<file path="src/rtl/vga_timing_gen.sv">
`default_nettype none
// ============================================================================
//  Module   : vga_timing_gen
//  Purpose  : Raster timing generator for the pong engine. It produces the
//             horizontal/vertical scan coordinates the engine consumes and
//             takes back the engine's registered colour. Active and sync are
//             delayed so that colour and sync reach the DE0-Nano VGA pins on
//             the same edge. The default timing is 800x600@72 Hz from a
//             50 MHz pixel clock.
//
//  Ports    : VGA_CLOCK            in   pixel clock, rising edge
//             RESET_N              in   asynchronous active-low reset
//             PIXEL_H[10:0]        out  horizontal count 0..H_TOTAL-1
//             PIXEL_V[10:0]        out  vertical count 0..V_TOTAL-1
//             ACTIVE               out  undelayed visible-area decode
//             FRAME_START          out  one-clock pulse on wrap to (0,0)
//             PIXEL[2:0]           in   engine colour {R,G,B}, PIXEL_LATENCY
//                                       clocks behind its coordinate
//             VGA_R/VGA_G/VGA_B    out  colour pins
//             VGA_HSYNC/VGA_VSYNC  out  sync pins, asserted level SYNC_POL
//
//  Revision : 1.0  initial release
// ============================================================================
module vga_timing_gen #(
    parameter int H_VISIBLE     = 800,
    parameter int H_FRONT       = 56,
    parameter int H_SYNC        = 120,
    parameter int H_BACK        = 64,
    parameter int V_VISIBLE     = 600,
    parameter int V_FRONT       = 37,
    parameter int V_SYNC        = 6,
    parameter int V_BACK        = 23,
    parameter bit SYNC_POL      = 1'b1,
    parameter int PIXEL_LATENCY = 1
) (
    input  logic        VGA_CLOCK,
    input  logic        RESET_N,
    output logic [10:0] PIXEL_H,
    output logic [10:0] PIXEL_V,
    output logic        ACTIVE,
    output logic        FRAME_START,
    input  logic [2:0]  PIXEL,
    output logic        VGA_R,
    output logic        VGA_G,
    output logic        VGA_B,
    output logic        VGA_HSYNC,
    output logic        VGA_VSYNC
);

    localparam logic [10:0] c_H_TOTAL    = 11'(H_VISIBLE + H_FRONT + H_SYNC + H_BACK);
    localparam logic [10:0] c_V_TOTAL    = 11'(V_VISIBLE + V_FRONT + V_SYNC + V_BACK);
    localparam logic [10:0] c_H_LAST     = c_H_TOTAL - 11'd1;
    localparam logic [10:0] c_V_LAST     = c_V_TOTAL - 11'd1;
    localparam logic [10:0] c_H_VIS      = 11'(H_VISIBLE);
    localparam logic [10:0] c_V_VIS      = 11'(V_VISIBLE);
    localparam logic [10:0] c_HS_START   = 11'(H_VISIBLE + H_FRONT);
    localparam logic [10:0] c_HS_END     = 11'(H_VISIBLE + H_FRONT + H_SYNC);
    localparam logic [10:0] c_VS_START   = 11'(V_VISIBLE + V_FRONT);
    localparam logic [10:0] c_VS_END     = 11'(V_VISIBLE + V_FRONT + V_SYNC);

    logic [10:0]              r_h;
    logic [10:0]              r_v;
    logic                     r_frame_start;
    logic                     w_active;
    logic                     w_hs_raw;
    logic                     w_vs_raw;
    logic [PIXEL_LATENCY-1:0] r_act_sr;
    logic [PIXEL_LATENCY-1:0] r_hs_sr;
    logic [PIXEL_LATENCY-1:0] r_vs_sr;
    logic [2:0]               r_rgb;
    logic                     r_hsync;
    logic                     r_vsync;

    // ------------------------------------------------------------------
    // Scan counters. FRAME_START is registered from the last position of
    // the frame, so it is high exactly while the counters sit at (0,0)
    // after a wrap and never during the first frame out of reset.
    // ------------------------------------------------------------------
    always_ff @(posedge VGA_CLOCK or negedge RESET_N) begin
        if (!RESET_N) begin
            r_h           <= 11'd0;
            r_v           <= 11'd0;
            r_frame_start <= 1'b0;
        end else begin
            r_frame_start <= (r_h == c_H_LAST) && (r_v == c_V_LAST);
            if (r_h == c_H_LAST) begin
                r_h <= 11'd0;
                r_v <= (r_v == c_V_LAST) ? 11'd0 : r_v + 11'd1;
            end else begin
                r_h <= r_h + 11'd1;
            end
        end
    end

    assign w_active = (r_h < c_H_VIS) && (r_v < c_V_VIS);
    assign w_hs_raw = (r_h >= c_HS_START) && (r_h < c_HS_END);
    assign w_vs_raw = (r_v >= c_VS_START) && (r_v < c_VS_END);

    // ------------------------------------------------------------------
    // Alignment pipeline. The decode is delayed by the engine's latency so
    // the delayed active lines up with the PIXEL that belongs to the same
    // coordinate; the output register then adds the final clock. Reset
    // clears every stage to blank with sync deasserted, so nothing stale
    // leaves the block after a mid-frame reset.
    // ------------------------------------------------------------------
    always_ff @(posedge VGA_CLOCK or negedge RESET_N) begin
        if (!RESET_N) begin
            r_act_sr <= '0;
            r_hs_sr  <= '0;
            r_vs_sr  <= '0;
            r_rgb    <= 3'b000;
            r_hsync  <= ~SYNC_POL;
            r_vsync  <= ~SYNC_POL;
        end else begin
            r_act_sr[0] <= w_active;
            r_hs_sr[0]  <= w_hs_raw;
            r_vs_sr[0]  <= w_vs_raw;
            for (int i = 1; i < PIXEL_LATENCY; i++) begin
                r_act_sr[i] <= r_act_sr[i-1];
                r_hs_sr[i]  <= r_hs_sr[i-1];
                r_vs_sr[i]  <= r_vs_sr[i-1];
            end
            // Blanking forces black regardless of what the engine drives.
            r_rgb   <= r_act_sr[PIXEL_LATENCY-1] ? PIXEL : 3'b000;
            r_hsync <= r_hs_sr[PIXEL_LATENCY-1] ? SYNC_POL : ~SYNC_POL;
            r_vsync <= r_vs_sr[PIXEL_LATENCY-1] ? SYNC_POL : ~SYNC_POL;
        end
    end

    assign PIXEL_H     = r_h;
    assign PIXEL_V     = r_v;
    assign ACTIVE      = w_active;
    assign FRAME_START = r_frame_start;
    assign VGA_R       = r_rgb[2];
    assign VGA_G       = r_rgb[1];
    assign VGA_B       = r_rgb[0];
    assign VGA_HSYNC   = r_hsync;
    assign VGA_VSYNC   = r_vsync;

endmodule
`default_nettype wire

</file>
<file path="config.mk">
export PLATFORM = sky130hd
export DESIGN_NAME = vga_timing_gen
export DESIGN_NICKNAME = d
export VERILOG_FILES = /design/src/rtl/vga_timing_gen.sv
export SDC_FILE = /design/constraint.sdc
export NUM_CORES = 1
export LEC_CHECK = 0
export CELL_PAD_IN_SITES_DETAIL_PLACEMENT = 1
export CELL_PAD_IN_SITES_GLOBAL_PLACEMENT = 2
export CORE_UTILIZATION = 28
export DETAILED_ROUTE_END_ITERATION = 12
export GPL_TIMING_DRIVEN = 0
export PLACE_DENSITY = 0.8
export RECOVER_POWER = 50
export SYNTH_ARGS = -nofsm -noshare
export SYNTH_HDL_FRONTEND = slang
export SYNTH_SLANG_ARGS = --single-unit
</file>
<file path="constraint.sdc">
create_clock -name VGA_CLOCK -period 1.6 [get_ports VGA_CLOCK]
set_input_delay 0.48 -clock VGA_CLOCK [delete_from_list [all_inputs] [get_ports VGA_CLOCK]]
set_output_delay 0.48 -clock VGA_CLOCK [all_outputs]
set_load 0.03 [all_outputs]
</file>
Word-level counts from Yosys, hierarchy flattened
Index checks and enable logic that the tools add are counted.
{ "word_totals": {"in_bits": 5, "reg_bits": 31, "out_inout_bits": 29} }
{ "classes": {"n_reduce_logical": 4, "mux": 5, "addsub": 2, "eq_ne": 2, "order_cmp": 6} }
{ "op_table": {"columns": ["cell", "n"], "rows": [
  ["11-bit by 10-bit < comparator with 1-bit output (second input constant)", 4],
  ["11-bit by 1-bit adder with 11-bit output (second input constant)", 2],
  ["11-bit by 10-bit greater-or-equal comparator with 1-bit output (second input constant)", 2],
  ["11-bit two-way mux", 2],
  ["11-bit by 10-bit == test with 1-bit output (second input constant)", 1],
  ["11-bit == test (second input constant)", 1],
  ["1-bit logical AND", 4],
  ["3-bit two-way mux", 1],
  ["1-bit two-way mux", 2]
]} }

Logic depth before layout (Yosys ltp)
Gate-level depths: netlist of run 1.
{ "depth": {"word_depth": 2, "mapped_depth": 7, "mapped_depth_nobuf": 6} }

Worst setup path after synthesis of run 1
Ideal clock, no wire load.
{ "synth_path": {"kind": "register to output", "startpoint": "reg r_h[7] (netlist: PIXEL_H[7])", "endpoint": "out ACTIVE", "t_arrival_ps": 1539, "slack_ps": -419, "stages_incl_launch_ff": 5, "path_buffers": 1, "cell_sequence": "dfrtp_1 > clkbuf_1 > nor3_2 > o211ai_1 > nor2_1"} }
{ "synth_between": {"elab_chain_cells": 2} }
{ "synth_lines": {"columns": ["element", "line_no", "rtl"], "rows": [
  ["start, declared", "61", "logic [10:0] r_h;"],
  ["start signal, assigned", "90", "r_h <= r_h + 11'd1;"],
  ["11-bit by 10-bit < comparator with 1-bit output", "95", "assign w_active = (r_h < c_H_VIS) && (r_v < c_V_VIS);"],
  ["1-bit logical AND", "95", null],
  ["end, declared", "40", "output logic ACTIVE,"]
]} }
Every way passes these cells.

Worst setup path after layout of run 1
Ends and elaborated chain as after synthesis.

==> results of run 1 <==
-- placed cells by master, fill, tap and decap left out, types with 3 or more instances in the layout --
cell             count
clkbuf_8             9
inv_1                6
o21ai_1              6
nand4_1              7
ha_1                 3
nor2_1              10
xor2_1               4
dfrtp_2             17
nand3_1              5
mux2i_1              3
buf_4               18
clkbuf_2             5
and2_0               3
dlygate4sd2_1       10
a21oi_1              4
dfrtp_1             14
buf_6               10
clkdlybuf4s50_1      3
xnor2_1              6
clkdlybuf4s15_2      9
and3_1               4
clkdlybuf4s15_1      3
nand2_1              8
-- kinds of logic after synthesis --
family                   synth area share (%)
AO/OA/AOI/OAI                            8.86
XOR/XNOR                                 5.74
adder cells (fa/ha/maj)                  3.28
buffers and inverters                    3.69
flip-flops                               50.9
multiplexers                             2.71
AND/OR/NAND/NOR                          24.9
-- synthesized netlist by cell type, types with 2 or more instances --
library cell,number,share of area [%]
nand4_1,7,2.9
and2_1,4,1.6
xor2_1,4,2.3
nand3_1,6,2.0
clkbuf_1,2,0.49
inv_1,6,1.5
ha_1,4,3.3
nor2_1,12,3.0
or3b_1,2,1.1
and3_1,5,2.1
and3_2,2,0.98
dfrtp_1,31,51
mux2i_1,3,2.0
buf_2,2,0.66
o21ai_0,9,3.0
nor3_1,3,0.98
a21oi_1,5,1.6
xnor2_1,6,3.4
nand2_1,10,2.5
-- worst max path at each step --
stage                                 from                      to  slack [ns]
floorplan             PIXEL_H[7]$_DFF_PN0_                  ACTIVE       -0.10
finish                PIXEL_H[7]$_DFF_PN0_                  ACTIVE       -0.36
CTS                   PIXEL_H[7]$_DFF_PN0_                  ACTIVE       -0.35
global route        PIXEL_V[9]$_DFFE_PN0N_                  ACTIVE       -0.45
global placement                   RESET_N  PIXEL_V[3]$_DFFE_PN0N_       -0.68
detailed placement    PIXEL_H[7]$_DFF_PN0_                  ACTIVE       -0.69
-- worst max-delay path: cells and delay by family (launching register included) --
family | cells | cell delay (ns)
compound gates | 1 | 0.15
flops | 1 | 0.41
simple gates | 2 | 0.36
buf+inv | 2 | 0.28
-- timing repair --
item / in CTS / in global routing
setup buffers: 19 / 7
setup endpoints to repair: 39 / 23
gates resized for setup: 88 / 21
pin swaps: 16 / 11
-- power breakdown --
group	switching [mW]	leakage (nW)	internal (mW)
registers	0.000903	0.382	0.787
logic	0.0269	0.636	0.0123
clock network	0.309	0.0612	0.504
total	0.337	1.08	1.30
-- final cells by class --
class	instances	area [sq um]
tap	70	87.6
clock inverter	2	35.0
clock buffer	6	82.6
sequential	31	797
fill	565	2760
inverter	6	22.5
buffer	5	63.8
multi-input combinational	103	816
timing repair buffer	58	509
-- through the flow --
step | hold slack, ns | instances | worst slack, ns
final | 0.277 | 281 | -0.361
after global routing | 0.330 | 281 | -0.450
after floorplan | 0.184 | 146 | -0.103
after CTS | 0.274 | 274 | -0.354
after detailed placement | 0.336 | 249 | -0.695
after global placement | 0.332 | 249 | -0.684
-- metal layers --
layer	up-vias	wire, um	global-route usage (%)
met4	0	67	6.79
met2	28	2400	31.0
met1	692	1850	19.6
met3	4	152	4.10
li1	649	-	-
met5	-	0	0
==> impl_metrics.toml, run 1 <==
[sta]
fin_tns_setup_ns = -1.08
finalHoldViolations = 0
worst_pin_slew_ns = 0.815
rsz0062_at_grt = "yes"
slew_viol_final = 0
setup_violations = 11
max_clock_freq_mhz = 510
period_share_pct = 123
min_period_ns = 1.96
maxSlewHeadroom_pct = 45.7
fin_skew_ns = 0.00749
layout_setup_ws_ns = -0.361

[routing]
viasPerCell = 4.89
routed_wl_um = 4470
drtIter0Drc = 49
drc = 0
first_pass_iters = 4
route.vias.total = 1373
routedWlPerCell_um = 15.9
ant_nets = 0

[cts]
cts_buffers = 5
cts_root_buffer = "clkbuf_8"
cts_hold_buf = 0
cts_buffer_depth = 2
cts_tree = "done"
clkTransAtPathRegs_ns = 0.07
insertion_delay_ns = 0.29
cts_sinks = 31
htree_levels = 2

[final_layout]
final_core_util_pct = 46.7
fin_nets = 219
syn_to_final_growth_pct = 58.2
layout-drive-gt1-share_pct = 45.5
fin_area_sq_mm = 0.00241
antenna_cells = 0

[place]
place_area_sq_mm = 0.00203
dp_hpwl_um = 2720
port_buffers = 33
place.gp.congestion = 0.807

[global_routing]
track_usage_pct = 17.2
grt_max_degree = 32
grt_pass1_vias = 1411
grt_overflow_total = 0
antenna_found_initial = 0
grt_pass1_wl_um = 7090

[synth]
synth-warning-count = 0
ys_seq_area_share_pct = 50.9
synth-async-reset-ratio_pct = 100
syn_area_sq_mm = 0.00153
ys_seq_elements = 31
netlist_instances = 146
ys_types = 42
synthFlopType = "dfrtp_1"
syn_nets = 155
synth_edf_count = 0
syn_area_per_cell_sq_um = 10.4

[pwr]
p_per_area_mw_per_mm2 = 679
p_leak_nw = 1.08
ir_drop_uv = 345
power_mw = 1.64

[die]
fp.dieW_um = 75.8
io_pins = 34
fp.coreArea_sq_mm = 0.00517
dieArea_sq_mm = 0.00575
die_y_um = 75.8
placementRows = 26
start_util_pct = 29.5

[worst_setup_path]
worst_r2r_path_depth = 6
worst-path-max-fanout = 2
timing.rr.start = "PIXEL_H[8]$_DFF_PN0_"
crit_arrival_ns = 1.48
crit_required_ns = 1.12
worstPathCellList = "clkbuf_8 -> nor3_4 -> o211ai_1 -> nor2_4 -> buf_6"
crit_slowest_cell = "dfrtp_2"
slowest_delay_ns = 0.41
start_kind = "register"
crit_type = "register to primary output"
cp-end-kind = "primary output"
r2r-end = "PIXEL_V[8]$_DFFE_PN0N_"
rrSetupSlack_ns = -0.17

[run]
maxCapViolCount = 0

[status]
status = "finished, violations left"
failed_checks = "setup timing"

[hold_path]
hold_path.class = "primary input to asynchronous set/reset pin"
Power figures use the tool's default switching activity.
==> run 2, diff against run 1 <==
--- a/config.mk
+++ b/config.mk
@@ -7,10 +7,11 @@
 export LEC_CHECK = 0
 export CELL_PAD_IN_SITES_DETAIL_PLACEMENT = 1
 export CELL_PAD_IN_SITES_GLOBAL_PLACEMENT = 2
-export CORE_UTILIZATION = 28
+export CORE_UTILIZATION = 29
+export CTS_BUF_LIST = sky130_fd_sc_hd__clkbuf_4 sky130_fd_sc_hd__clkbuf_8
 export DETAILED_ROUTE_END_ITERATION = 12
 export GPL_TIMING_DRIVEN = 0
-export PLACE_DENSITY = 0.8
+export PLACE_DENSITY = 0.82
 export RECOVER_POWER = 50
 export SYNTH_ARGS = -nofsm -noshare
 export SYNTH_HDL_FRONTEND = slang
==> impl_metrics.toml, run 2 (synthesis results as in run 1) <==
[worst_setup_path]
crit_type = "register to primary output"
start_kind = "register"
slowest_delay_ns = 0.44
worst_r2r_path_depth = 6
crit_required_ns = 1.12
worst-path-max-fanout = 3
worstPathCellList = "buf_4 -> o21ai_1 -> o211ai_1 -> nor2_4 -> buf_6"
cp-end-kind = "primary output"
crit_arrival_ns = 1.52
crit_slowest_cell = "dfrtp_2"

[routing]
first_pass_iters = 4
route.vias.total = 1424
routedWlPerCell_um = 16.4
ant_nets = 0
drtIter0Drc = 61
routed_wl_um = 4840
drc = 0
viasPerCell = 4.84

[pwr]
p_seq_share_pct = 51.4
p_per_area_mw_per_mm2 = 616
p_comb_share_pct = 2.5
p_leak_nw = 1.12
power_mw = 1.53
power_frac_clock_pct = 46.0
internal_power_mw = 1.21
sw_frac_of_total_pct = 21.1
switching_power_uw = 324
ir_drop_uv = 225

[cts]
cts_buffers = 5
cts_sinks = 31
cts_buffer_depth = 2
insertion_delay_ns = 0.29
htree_levels = 2
cts_root_buffer = "clkbuf_8"
cts_hold_buf = 0
clkTransAtPathRegs_ns = 0.06
cts_tree = "done"

[global_routing]
grtUsageMet3_pct = 3.52
grt_busiest_layer = "met2"
grt_pass1_wl_um = 6930
track_usage_pct = 17.0
antenna_found_initial = 0
grt_max_degree = 32
gr-usage-met1_pct = 20.9
grt_overflow_total = 0
use_met2_pct = 28.7
grt_pass1_vias = 1370

[die]
placementRows = 26
fp.dieW_um = 74.5
die_y_um = 74.5
fp.coreArea_sq_mm = 0.00507
dieArea_sq_mm = 0.00555
start_util_pct = 30.1
io_pins = 34

[final_layout]
layout-drive-gt1-share_pct = 50.9
syn_to_final_growth_pct = 63.2
antenna_cells = 0
fin_area_sq_mm = 0.00249
final_common_cell = "buf_4"
final_cell_mix = "buf_4, dfrtp_2, dfrtp_1"
fin_nets = 232

[sta]
slew_viol_final = 0
period_share_pct = 125
finalHoldViolations = 0
fin_tns_setup_ns = -1.23
max_clock_freq_mhz = 501
layout_setup_ws_ns = -0.396
worst_pin_slew_ns = 0.790
hold_slack_ns = 0.267
rsz0062_at_grt = "yes"
maxSlewHeadroom_pct = 47.3
fin_skew_ns = 0.00301
min_period_ns = 2.00
setup_violations = 9

[status]
failed_checks = "setup timing"
status = "finished, violations left"

[place]
dp_slack_ns = -0.674
port_buffers = 33
place.gp.congestion = 0.813
place_area_sq_mm = 0.00203
dp_hpwl_um = 2800

[run]
maxCapViolCount = 0

[hold_path]
hold_path.class = "primary input to asynchronous set/reset pin"
run 2: repair_timing:
action / 4_1_cts / 5_1_grt
resized for setup: 78 / 41
pin swaps: 6 / 15
setup buffers: 16 / 25
endpoints found under the setup margin: 40 / 26
run 2: layout make-up:
cell class	count	area, sq um
fillers	594	2590
multi-input cells	103	813
flip-flops and latches	31	801
repair buffers	72	608
clock buffers	8	104
well taps	70	87.6
plain buffers	4	52.6
inverters	6	22.5
run 2: metal layers:
layer | vias to the layer above | wire length (um)
met1 | 703 | 1990
li1 | 673 | -
met3 | 12 | 192
met2 | 36 | 2530
met4 | 0 | 126
met5 | - | 0
run 2: per-stage QoR:
stage                     instances  util (%)
after floorplan                 146         -
after global placement          249      40.0
after detailed placement        249      39.9
after CTS                       273      45.4
after global routing            294      49.0
final                           294      49.0
run 2: final timing paths:
check,slack (ns),end,start
max reg2reg,-0.22,PIXEL_V[5]$_DFFE_PN0N_,PIXEL_H[8]$_DFF_PN0_
max,-0.40,ACTIVE,PIXEL_V[7]$_DFFE_PN0N_
min reg2reg,0.35,VGA_HSYNC$_DFF_PN0_,r_hs_sr$_DFF_PN0_
max in group asynchronous,0.79,PIXEL_V[9]$_DFFE_PN0N_,RESET_N
min,0.27,VGA_HSYNC$_DFF_PN0_,RESET_N
min in group VGA_CLOCK,0.35,VGA_HSYNC$_DFF_PN0_,r_hs_sr$_DFF_PN0_
run 2: power by group through the flow:
| stage | combinational (mW) | sequential [mW] | clock, mW |
|---|---|---|---|
| global route | 0.0442 | 0.788 | 0.757 |
| detailed placement | 0.0443 | 0.804 | 0 |
| finish | 0.0389 | 0.788 | 0.705 |
| global placement | 0.0441 | 0.803 | 0 |
| CTS | 0.0418 | 0.788 | 0.728 |
| floorplan | 0.00251 | 0.811 | 0 |
run 2: critical path, delay by kind of cell, from the launching register on:
kind | cells | cell delay [ns]
compound gates | 2 | 0.37
flops | 1 | 0.44
simple gates | 1 | 0.13
buf+inv | 2 | 0.29
